### config.mk
export PLATFORM = sky130hd
export DESIGN_NAME = div_share_arbiter_flat
export DESIGN_NICKNAME = d
export VERILOG_FILES = /design/src/rtl/div_share_pkg.sv /design/src/rtl/div_share_arbiter_if.sv /design/src/rtl/rr_pick_nreq.sv /design/src/rtl/div_share_arbiter.sv /design/src/flat_wrapper.sv
export SDC_FILE = /design/constraint.sdc
export NUM_CORES = 1
export LEC_CHECK = 0
export ABC_CLOCK_PERIOD_IN_PS = 5250
export BUFFER_PORTS_ARGS = -buffer_cell sky130_fd_sc_hd__clkbuf_2
export CORE_UTILIZATION = 46
export DETAILED_ROUTE_END_ITERATION = 8
export PLACE_DENSITY = 0.74
export SLEW_MARGIN = 20
export SYNTH_ARGS = -nofsm -noshare
export SYNTH_HDL_FRONTEND = slang
export SYNTH_SLANG_ARGS = --single-unit
### constraint.sdc
create_clock -name clk -period 5.25 [get_ports clk]
set_clock_uncertainty 0.2 [all_clocks]
set_input_delay 0 -clock clk [delete_from_list [all_inputs] [get_ports clk]]
set_output_delay 0 -clock clk [all_outputs]
set_load 0.01 [all_outputs]
### src/rtl/div_share_pkg.sv
// Shared types and helpers for the divider-sharing arbiter slice.
// Latency: n/a (types, constants and a combinational helper function).
// Backpressure: n/a.
// Contents: FSM state enum, divide-by-zero quotient fill, round-robin pick function.
package div_share_pkg;

   localparam int MAX_NREQ = 8;
   localparam int MAX_IDW  = 3;

   // Quotient reported for divide-by-zero; users slice the low WIDTH bits.
   localparam logic [31:0] DIV_ZERO_Q = '1;

   typedef enum logic [2:0] {
      IDLE,
      ISSUE,
      WAIT_CLR,
      WAIT_DONE,
      RESP
   } state_t;

   typedef struct packed {
      logic               found;
      logic [MAX_IDW-1:0] idx;
   } pick_t;

   // First set bit of req scanning ptr, ptr+1, ... modulo nreq.
   // Walks from the far end so the candidate closest to ptr is written last.
   function automatic pick_t rr_pick(input logic [MAX_NREQ-1:0] req,
                                     input logic [MAX_IDW-1:0]  ptr,
                                     input int                  nreq);
      pick_t p;
      int    j;
      p = '0;
      for (int k = MAX_NREQ - 1; k >= 0; k--) begin
         if (k < nreq) begin
            j = int'(ptr) + k;
            if (j >= nreq) begin
               j = j - nreq;
            end
            if (req[j]) begin
               p.found = 1'b1;
               p.idx   = MAX_IDW'(j);
            end
         end
      end
      return p;
   endfunction

endpackage

### src/rtl/div_share_arbiter_if.sv
// Client and divider signal bundle for div_share_arbiter.
// Latency: n/a (wiring only).
// Backpressure: none; clients hold req until gnt, the divider signals via div_done.
// master: arbiter view (drives gnt/rsp_*/busy/div_a/div_b/div_init).
// slave: environment view (drives req/opa/opb and the divider results).
interface div_share_arbiter_if #(
   parameter int NREQ  = 4,
   parameter int WIDTH = 3
);
   localparam int IDW = (NREQ > 1) ? $clog2(NREQ) : 1;

   logic [NREQ-1:0]       req;
   logic [NREQ*WIDTH-1:0] opa;
   logic [NREQ*WIDTH-1:0] opb;
   logic [NREQ-1:0]       gnt;
   logic                  rsp_valid;
   logic [IDW-1:0]        rsp_id;
   logic [WIDTH-1:0]      rsp_q;
   logic [WIDTH-1:0]      rsp_r;
   logic                  rsp_err;
   logic                  busy;
   logic [WIDTH-1:0]      div_a;
   logic [WIDTH-1:0]      div_b;
   logic                  div_init;
   logic                  div_done;
   logic [WIDTH-1:0]      div_q;
   logic [WIDTH-1:0]      div_r;

   modport master (
      input  req, opa, opb, div_done, div_q, div_r,
      output gnt, rsp_valid, rsp_id, rsp_q, rsp_r, rsp_err, busy,
             div_a, div_b, div_init
   );

   modport slave (
      output req, opa, opb, div_done, div_q, div_r,
      input  gnt, rsp_valid, rsp_id, rsp_q, rsp_r, rsp_err, busy,
             div_a, div_b, div_init
   );
endinterface

### src/rtl/rr_pick_nreq.sv
// Combinational round-robin priority picker: first set req bit at or after ptr.
// Latency: 0 cycles (pure combinational).
// Backpressure: none; the caller decides when the pick is consumed.
// Ports: req (request vector), ptr (scan start) -> onehot, idx, any.
module rr_pick_nreq
   import div_share_pkg::*;
#(
   parameter int NREQ = 4,
   parameter int IDW  = (NREQ > 1) ? $clog2(NREQ) : 1
) (
   input  logic [NREQ-1:0] req,
   input  logic [IDW-1:0]  ptr,
   output logic [NREQ-1:0] onehot,
   output logic [IDW-1:0]  idx,
   output logic            any
);

   pick_t pick;

   always_comb begin
      pick = rr_pick(MAX_NREQ'(req), MAX_IDW'(ptr), NREQ);
   end

   assign idx    = pick.idx[IDW-1:0];
   assign any    = pick.found;
   assign onehot = pick.found ? (NREQ'(1) << pick.idx) : '0;

endmodule

### src/rtl/div_share_arbiter.sv
// Round-robin arbiter/sequencer sharing one multi-cycle divider among NREQ clients.
// Latency: gnt->rsp_valid = 4 cycles + divider compute; divide-by-zero answers in 1 cycle.
// Backpressure: one op in flight; busy high outside IDLE, req ignored until IDLE.
// Ports: clk, rst (sync, active-high), bus (div_share_arbiter_if.master): client
// req/opa/opb/gnt/rsp_*, busy, and divider div_a/div_b/div_init/div_done/div_q/div_r.
// Optional: define DIVARB_TIMEOUT_EN to add a TMO_CYCLES watchdog in WAIT_DONE.
module div_share_arbiter
   import div_share_pkg::*;
#(
   parameter int NREQ       = 4,
   parameter int WIDTH      = 3,
   parameter int TMO_CYCLES = 16
) (
   input  logic                clk,
   input  logic                rst,
   div_share_arbiter_if.master bus
);

   localparam int IDW = (NREQ > 1) ? $clog2(NREQ) : 1;

   if (NREQ < 2 || NREQ > MAX_NREQ || WIDTH < 1 || TMO_CYCLES < 1) begin : g_bad_cfg
      $error("div_share_arbiter: unsupported NREQ/WIDTH/TMO_CYCLES");
   end

   state_t           state;
   logic [IDW-1:0]   rr_ptr;
   logic [IDW-1:0]   cur_id;

   logic [NREQ-1:0]  pick_oh;
   logic [IDW-1:0]   pick_idx;
   logic             pick_any;
   logic [WIDTH-1:0] sel_a;
   logic [WIDTH-1:0] sel_b;

`ifdef DIVARB_TIMEOUT_EN
   localparam int TW = $clog2(TMO_CYCLES + 1);
   logic [TW-1:0] tmo_cnt;
`endif

   rr_pick_nreq #(
      .NREQ (NREQ),
      .IDW  (IDW)
   ) u_pick (
      .req    (bus.req),
      .ptr    (rr_ptr),
      .onehot (pick_oh),
      .idx    (pick_idx),
      .any    (pick_any)
   );

   assign sel_a = bus.opa[int'(pick_idx)*WIDTH +: WIDTH];
   assign sel_b = bus.opb[int'(pick_idx)*WIDTH +: WIDTH];

   // The grant must name the cycle in which operands are captured, so it is
   // decoded from the registered state rather than delayed by another flop.
   assign bus.gnt = (state == IDLE) ? pick_oh : '0;

   always_ff @(posedge clk) begin
      if (rst) begin
         state         <= IDLE;
         rr_ptr        <= '0;
         cur_id        <= '0;
         bus.rsp_valid <= 1'b0;
         bus.rsp_id    <= '0;
         bus.rsp_q     <= '0;
         bus.rsp_r     <= '0;
         bus.rsp_err   <= 1'b0;
         bus.busy      <= 1'b0;
         bus.div_init  <= 1'b0;
         bus.div_a     <= '0;
         bus.div_b     <= '0;
`ifdef DIVARB_TIMEOUT_EN
         tmo_cnt       <= '0;
`endif
      end else begin
         bus.rsp_valid <= 1'b0;
         bus.div_init  <= 1'b0;
         case (state)
            IDLE: begin
               if (pick_any) begin
                  bus.div_a <= sel_a;
                  bus.div_b <= sel_b;
                  cur_id    <= pick_idx;
                  rr_ptr    <= (pick_idx == IDW'(NREQ - 1)) ? '0 : pick_idx + 1'b1;
                  bus.busy  <= 1'b1;
                  if (sel_b == '0) begin
                     // Divide-by-zero never touches the divider.
                     bus.rsp_valid <= 1'b1;
                     bus.rsp_id    <= pick_idx;
                     bus.rsp_q     <= DIV_ZERO_Q[WIDTH-1:0];
                     bus.rsp_r     <= sel_a;
                     bus.rsp_err   <= 1'b1;
                     state         <= RESP;
                  end else begin
                     bus.div_init <= 1'b1;
                     state        <= ISSUE;
                  end
               end
            end
            ISSUE: begin
               state <= WAIT_CLR;
            end
            WAIT_CLR: begin
               // div_done may still be high from the previous operation here.
               state <= WAIT_DONE;
`ifdef DIVARB_TIMEOUT_EN
               tmo_cnt <= '0;
`endif
            end
            WAIT_DONE: begin
               if (bus.div_done) begin
                  bus.rsp_valid <= 1'b1;
                  bus.rsp_id    <= cur_id;
                  bus.rsp_q     <= bus.div_q;
                  bus.rsp_r     <= bus.div_r;
                  bus.rsp_err   <= 1'b0;
                  state         <= RESP;
               end
`ifdef DIVARB_TIMEOUT_EN
               else if (tmo_cnt == TW'(TMO_CYCLES - 1)) begin
                  bus.rsp_valid <= 1'b1;
                  bus.rsp_id    <= cur_id;
                  bus.rsp_q     <= '0;
                  bus.rsp_r     <= '0;
                  bus.rsp_err   <= 1'b1;
                  state         <= RESP;
               end else begin
                  tmo_cnt <= tmo_cnt + 1'b1;
               end
`endif
            end
            RESP: begin
               bus.busy <= 1'b0;
               state    <= IDLE;
            end
            default: begin
               bus.busy <= 1'b0;
               state    <= IDLE;
            end
         endcase
      end
   end

endmodule
### src/flat_wrapper.sv
// flat-port wrapper written by rule: the top's interface ports become plain ports
module div_share_arbiter_flat import div_share_pkg::*;
#(
   parameter int NREQ       = 4,
   parameter int WIDTH      = 3,
   parameter int TMO_CYCLES = 16
)
  (clk, rst, bus_req, bus_opa, bus_opb, bus_div_done, bus_div_q, bus_div_r, bus_gnt, bus_rsp_valid, bus_rsp_id, bus_rsp_q, bus_rsp_r, bus_rsp_err, bus_busy, bus_div_a, bus_div_b, bus_div_init);
  div_share_arbiter_if #(.NREQ(NREQ), .WIDTH(WIDTH)) bus_i ();
  input  logic clk;
  input  logic rst;
  input wire logic [$bits(bus_i.req)-1:0] bus_req;
  input wire logic [$bits(bus_i.opa)-1:0] bus_opa;
  input wire logic [$bits(bus_i.opb)-1:0] bus_opb;
  input wire logic [$bits(bus_i.div_done)-1:0] bus_div_done;
  input wire logic [$bits(bus_i.div_q)-1:0] bus_div_q;
  input wire logic [$bits(bus_i.div_r)-1:0] bus_div_r;
  output wire logic [$bits(bus_i.gnt)-1:0] bus_gnt;
  output wire logic [$bits(bus_i.rsp_valid)-1:0] bus_rsp_valid;
  output wire logic [$bits(bus_i.rsp_id)-1:0] bus_rsp_id;
  output wire logic [$bits(bus_i.rsp_q)-1:0] bus_rsp_q;
  output wire logic [$bits(bus_i.rsp_r)-1:0] bus_rsp_r;
  output wire logic [$bits(bus_i.rsp_err)-1:0] bus_rsp_err;
  output wire logic [$bits(bus_i.busy)-1:0] bus_busy;
  output wire logic [$bits(bus_i.div_a)-1:0] bus_div_a;
  output wire logic [$bits(bus_i.div_b)-1:0] bus_div_b;
  output wire logic [$bits(bus_i.div_init)-1:0] bus_div_init;
  assign bus_i.req = bus_req;
  assign bus_i.opa = bus_opa;
  assign bus_i.opb = bus_opb;
  assign bus_i.div_done = bus_div_done;
  assign bus_i.div_q = bus_div_q;
  assign bus_i.div_r = bus_div_r;
  assign bus_gnt = bus_i.gnt;
  assign bus_rsp_valid = bus_i.rsp_valid;
  assign bus_rsp_id = bus_i.rsp_id;
  assign bus_rsp_q = bus_i.rsp_q;
  assign bus_rsp_r = bus_i.rsp_r;
  assign bus_rsp_err = bus_i.rsp_err;
  assign bus_busy = bus_i.busy;
  assign bus_div_a = bus_i.div_a;
  assign bus_div_b = bus_i.div_b;
  assign bus_div_init = bus_i.div_init;
  div_share_arbiter #(.NREQ(NREQ), .WIDTH(WIDTH), .TMO_CYCLES(TMO_CYCLES)) u_core (.clk(clk), .rst(rst), .bus(bus_i));
endmodule
After elaboration in Yosys (flattened, before gate mapping)
Index checks and enable logic that the tools add are counted.
{"block": "totals", "reg_bits": 25, "wordCells": 101, "out_inout_bits": 22, "input_bits": 37}
{"block": "classes", "n_mul": 1, "bitwise": 3, "mux": 50, "addsub": 8, "n_shift": 3, "n_eq_ne": 7, "order_cmp": 8, "reduce_logical": 9}
{"cell": "$lt A32 B5 Y1 const B", "count": 4}
{"cell": "$mux W32", "count": 4}
{"cell": "$shiftx A12 B32 Y3", "count": 2}
{"cell": "$ge A32 B4 Y1 const B", "count": 1}
{"cell": "$sub A32 B4 Y32 const B", "count": 1}
{"cell": "$mux W3", "count": 9}
{"cell": "$mux W4", "count": 6}
{"cell": "$mux W1", "count": 16}
{"cell": "$bmux W1 S3", "count": 4}
{"cell": "$pmux W3 S2", "count": 2}
{"cell": "$pmux W3 S4", "count": 1}
{"cell": "$mux W2", "count": 4}
{"cell": "$sub A3 B3 Y4 const B", "count": 2}
{"cell": "$add A2 B2 Y3 const B", "count": 2}
{"cell": "$eq A3 B2 Y1 const B", "count": 2}
{"cell": "$ge A3 B3 Y1 const B", "count": 2}
{"cell": "$logic_not A3 Y1", "count": 2}
{"cell": "$ne A2 B2 Y1 const B", "count": 3}
{"cell": "$pmux W1 S2", "count": 3}
{"cell": "$reduce_and A2 Y1", "count": 3}
{"cell": "$reduce_or A3 Y1", "count": 2}
{"cell": "$mul A2 B2 Y4 const B", "count": 1}
{"cell": "$pmux W2 S2", "count": 1}
{"cell": "$reduce_and A4 Y1", "count": 1}
{"cell": "other kinds (9)", "count": 11}

Logic depth before layout (Yosys ltp)
{"block": "depth", "depth_word": 16, "ltp_mapped": 15, "depth_no_buf": 11}

Hierarchy
A second synthesis with hierarchy kept.
{"block": "hier_totals", "cells_unflattened": 171, "hier_area_um2": 1532.7}
{"module": "div_share_arbiter", "instances": 1, "seq_area_each_um2": 500.5, "area_each_um2": 1144.8, "cells_each": 114}
{"module": "rr_pick_nreq", "instances": 1, "seq_area_each_um2": 0.0, "area_each_um2": 387.9, "cells_each": 57}

Worst setup path after synthesis
No wires, ideal clock.
{"block": "synth_path", "kind": "reg2reg", "startpoint": "register u_core.rr_ptr[0]", "endpoint": "register u_core.bus.rsp_id[0]", "stages_incl_launch_ff": 15, "path_buffers": 4, "synth_period_minus_slack_ps": 3772, "slack_ps": 1478, "t_arrival_ps": 3450, "t_required_ps": 4929, "setup_ps": 121, "cell_sequence": "dfxtp_1 > buf_4 > clkbuf_1 > inv_1 > ha_1 > or3b_4 > a32oi_2 > o211ai_2 > a22o_1 > buf_6 > a211oi_1 > o22ai_1 > o31a_1 > buf_6 > mux2_4"}
{"block": "synth_via", "elab_chain_cells": 15, "word_cells_on_any_way": 40, "cone_classes": "add/sub (7); mul (1); order compare (4); eq/ne (2); shift (1); mux (23); reduce/logical (2)"}
{"item": "from (decl)", "line_no": "div_share_arbiter.sv:26", "text": "logic [IDW-1:0] rr_ptr;"}
{"item": "from (signal assigned)", "line_no": "div_share_arbiter.sv:84", "text": "rr_ptr <= (pick_idx == IDW'(NREQ - 1)) ? '0 : pick_idx + 1'b1;"}
{"item": "$add A2 B2 Y3", "line_no": "div_share_pkg.sv:36", "text": "j = int'(ptr) + k;"}
{"item": "$sub A32 B4 Y32 / $ge A32 B4 Y1 (equally long branches)", "line_no": "div_share_pkg.sv:38, div_share_pkg.sv:37"}
{"item": "$mux W32", "line_no": "div_share_pkg.sv:37", "text": "if (j >= nreq) begin"}
{"item": "$bmux W1 S3", "line_no": "div_share_pkg.sv:40", "text": "if (req[j]) begin"}
{"item": "$mux W1 (not written as such) (2 in a row)", "line_no": "div_share_pkg.sv:40"}
{"item": "$mux W4 (3 in a row)", "line_no": "div_share_pkg.sv:40"}
{"item": "$mux W4 *", "line_no": "div_share_pkg.sv:40"}
{"item": "$mul A2 B2 Y4", "line_no": "div_share_arbiter.sv:52", "text": "assign sel_b = bus.opb[int'(pick_idx)*WIDTH +: WIDTH];"}
{"item": "$shiftx A12 B32 Y3", "line_no": "div_share_arbiter.sv:52"}
{"item": "$logic_not A3 Y1", "line_no": "div_share_arbiter.sv:86", "text": "if (sel_b == '0) begin"}
{"item": "$ne A2 B2 Y1 (no line)"}
{"item": "$reduce_and A4 Y1 (no line)"}
{"item": "to (signal assigned)", "line_no": "div_share_arbiter.sv:89", "text": "bus.rsp_id <= pick_idx;"}
{"item": "to (signal assigned)", "line_no": "div_share_arbiter.sv:113", "text": "bus.rsp_id <= cur_id;"}
{"item": "to (decl)", "line_no": "div_share_arbiter_if.sv:31", "text": "output gnt, rsp_valid, rsp_id, rsp_q, rsp_r, rsp_err, busy,"}
Every way passes the cells marked *; elsewhere a longest branch is shown, timed or not. The select of a mux whose other input is x is not followed.
A chain may end at the register's enable or synchronous reset.

Final worst setup path
{"block": "layout_path", "startpoint": "register u_core.rr_ptr[1]", "endpoint": "register u_core.bus.rsp_id[1]"}
Same word-level chain as after synthesis.

==> results.toml <==
[run_status]
status = "finished, final reports clean"

[yosys]
syn_area_um2 = 1760
synthDistinctLibCells = 42
yosys.area.top_type = "dfxtp_1"
synth_fp_nets = 246
seq_area_frac_synth_pct = 28.5
synth_cells = 200
synth_edf_count = 0
ys_seq_elements = 25
syn-mean-instance-area_um2 = 8.78
synth_area_leaders = "dfxtp_1, mux2i_1, ha_1, mux2_4, nand2_1"
synthTopCellsByCount = "dfxtp_1, nand2_1, nor2_1"
synth_top_area_share_pct = 28.5
yosysMostFrequentCell = "dfxtp_1"
synth_ff_type = "dfxtp_1"
synth-warning-count = 0
async_flop_share_pct = 0

[worst_setup_path]
r2r-end = "u_core.bus.rsp_id[1]"
rrSetupSlack_ns = 1.08
critPathLaunch = "u_core.rr_ptr[1]"
cp.depth = 10
cpPeakStageDelay_ns = 0.65
crit_fanout = 13
cpMaxStageDelayCell = "dfxtp_1"
r2r_start = "u_core.rr_ptr[1]"
end_kind = "flop"
start_kind = "flop"
crit_arrival_ns = 4.14
crit_end = "u_core.bus.rsp_id[1]"
required_ns = 5.22
crit_path_cell_trace = "inv_1, ha_1, or3_1, a31o_2, a22o_1, buf_4, a211oi_1, o22ai_1, o31a_1, mux2_4"
crit_buf_inv = 2
critPathKind = "reg -> reg"
crit_family = "compound AO/OA/AOI/OAI gates"
rr_worst_depth = 10

[min_path]
hold_depth = 5
hold_path.class = "in -> reg"

[pwr]
p_int_w = 0.000644
leakage_nw = 1.03
switching_share_pct = 45.4
ir_worst_vdd_v = 0.000293
p_sw_w = 0.000536
seq_power_share_pct = 26.9
power.density_nw_per_um2 = 542
p_comb_share_pct = 63.0
p_clk_share_pct = 10.1

[job]
cap_viol_max_count = 0

[timing]
setup_viol = 0
period_needed_ns = 4.17
period_share_pct = 79.4
fmaxAchievable_ghz = 0.240
relSlewSlack_pct = 49.0
finalHoldViolCount = 0
maxSlewViolCount = 0
rsz0062_at_grt = "false"
tightest_slew_ns = 0.746
fin_tns_setup_ns = 0

[layout]
fin_util_pct = 59.4
num_antenna_cells = 0
num-fill-cells = 347
nets = 307
drive_gt1_share_pct = 31.2
layoutNonFillerInstCount = 308
multiInputGateArea_um2 = 1140
seq_area_um2 = 500
area_delta_synth_final_pct = 23.9
fin_area_um2 = 2180

[cts]
clkTransAtPathRegs_ns = 0.09
cts-htree-levels = 1
cts_tree = "yes"
ctsResizeCount = 0
clk_latency_ns = 0.27
clock_tree.buffer_depth = 2
root_buffer = "clkbuf_8"
clock-sinks = 25
cts_made_buffers = 3

[global_routing]
grt_pass1_wl_mm = 6.87
overflow = 0
antenna_found_initial = 0
grt_max_degree = 33
grt_pass1_vias = 1517
grt_use_total_pct = 21.2

[floorplanning]
coreArea_um2 = 3660
initial_utilization_pct = 48.0
fp.dieArea_um2 = 4070
die_w_um = 63.8
num_rows = 22
die_h_um = 63.8
ios = 59

[placement]
dpl_cell_area_um2 = 2050
io_buffers = 58
hpwl_mm = 2.89
dpl.cell_count = 296
globalplace.congestion = 0.835

[route]
wl_per_cell_um = 13.0
routed_via_density = 5.32
totalWireLength_mm = 3.99
num_vias = 1640
first_pass_iters = 7
ant_nets = 0
drt_iter0_markers = 69
drc = 0
[layer usage]
| metal | share of wire [%] | global-route usage (%) | vias to the layer above |
|---|---|---|---|
| met3 | 4.7 | 2.68 | 4 |
| met2 | 47 | 34.7 | 48 |
| met1 | 47 | 28.2 | 753 |
| met4 | 1.0 | 7.67 | 0 |
| met5 | 0 | 0 | - |
| li1 | - | - | 835 |
[tightest hold or removal path, delay by kind of cell]
kind | cells | cell delay (ns)
muxes | 2 | 0.25
buffers and inverters | 1 | 0.08
and+or+nand+nor | 1 | 0.07
AOI/OAI and AO/OA | 1 | 0.06
[flip-flops by register name, summed over array words and instances (netlist names)]
signal / cells
u_core.bus.busy: 1
u_core.bus.div_a: 3
u_core.bus.div_b: 3
u_core.bus.div_init: 1
u_core.bus.rsp_err: 1
u_core.bus.rsp_id: 2
u_core.bus.rsp_q: 3
u_core.bus.rsp_r: 3
u_core.bus.rsp_valid: 1
u_core.cur_id: 2
u_core.rr_ptr: 2
u_core.state: 3
[cell families after synthesis]
group	after synthesis	synth area share (%)
fa+ha+maj	9	6.41
flops	25	28.5
buf+inv	22	6.77
simple gates	75	21.2
mux	25	17.2
compound gates	44	19.9
[per-stage QoR]
step                      hold slack (ns)  total power [W]  worst slack (ns)
after global routing               0.0705          0.00129             0.782
after CTS                          0.0197          0.00118              1.08
after global placement             0.0457          0.00104              1.23
after detailed placement           0.0451          0.00105              1.11
final                              0.0200          0.00118              1.08
after floorplan                   -0.0896         0.000890              1.48
[power by group through the flow]
stage | Clock, W | Combinational [W] | Sequential [W]
2_1_floorplan | 0 | 0.000557 | 0.000334
3_3_place_gp | 0 | 0.000723 | 0.000319
3_5_place_dp | 0 | 0.000732 | 0.000320
4_1_cts | 0.000122 | 0.000741 | 0.000317
5_1_grt | 0.000132 | 0.000828 | 0.000329
6_report | 0.000119 | 0.000744 | 0.000317
[timing repair]
item,in CTS,in global routing
endpoints found under the hold margin,10,0
buffers inserted,0,0
endpoints found under the setup margin,0,0
hold buffers,8,0
[worst min path at each step]
stage	start	to	slack, ns
2_1_floorplan	bus_div_done	u_core.state[1]	-0.09
3_3_place_gp	bus_div_done	u_core.state[1]	0.05
3_5_place_dp	bus_div_done	u_core.state[1]	0.05
4_1_cts	bus_opa[1]	u_core.bus.div_a[1]	0.02
5_1_grt	bus_opa[1]	u_core.bus.div_a[1]	0.07
6_report	bus_opa[1]	u_core.bus.div_a[1]	0.02
[cell usage in the layout, fill, tap and decap left out, types with 4 or more instances in the layout]
master          n
dlygate4sd3_1   8
mux2_4          5
nor2b_1         7
dfxtp_1        25
nor2_1         18
a22o_1          4
ha_1            9
and2_1          6
nand2b_1        7
a21oi_1        11
nand2_1        18
nor3_1          9
inv_1           8
mux2i_1        17
a211oi_1        6
a221oi_1        4
clkbuf_2       58
[cell type report]
cell class | instances | share of cell area, %
Clock buffer | 3 | 1.90
Clock inverter | 1 | 0.345
Inverter | 9 | 1.67
Multi-Input combinational cell | 153 | 52.3
Sequential cell | 25 | 23.0
Tap cell | 48 | 2.76
Timing Repair Buffer | 69 | 18.1
(Power assumes the default switching activity.)
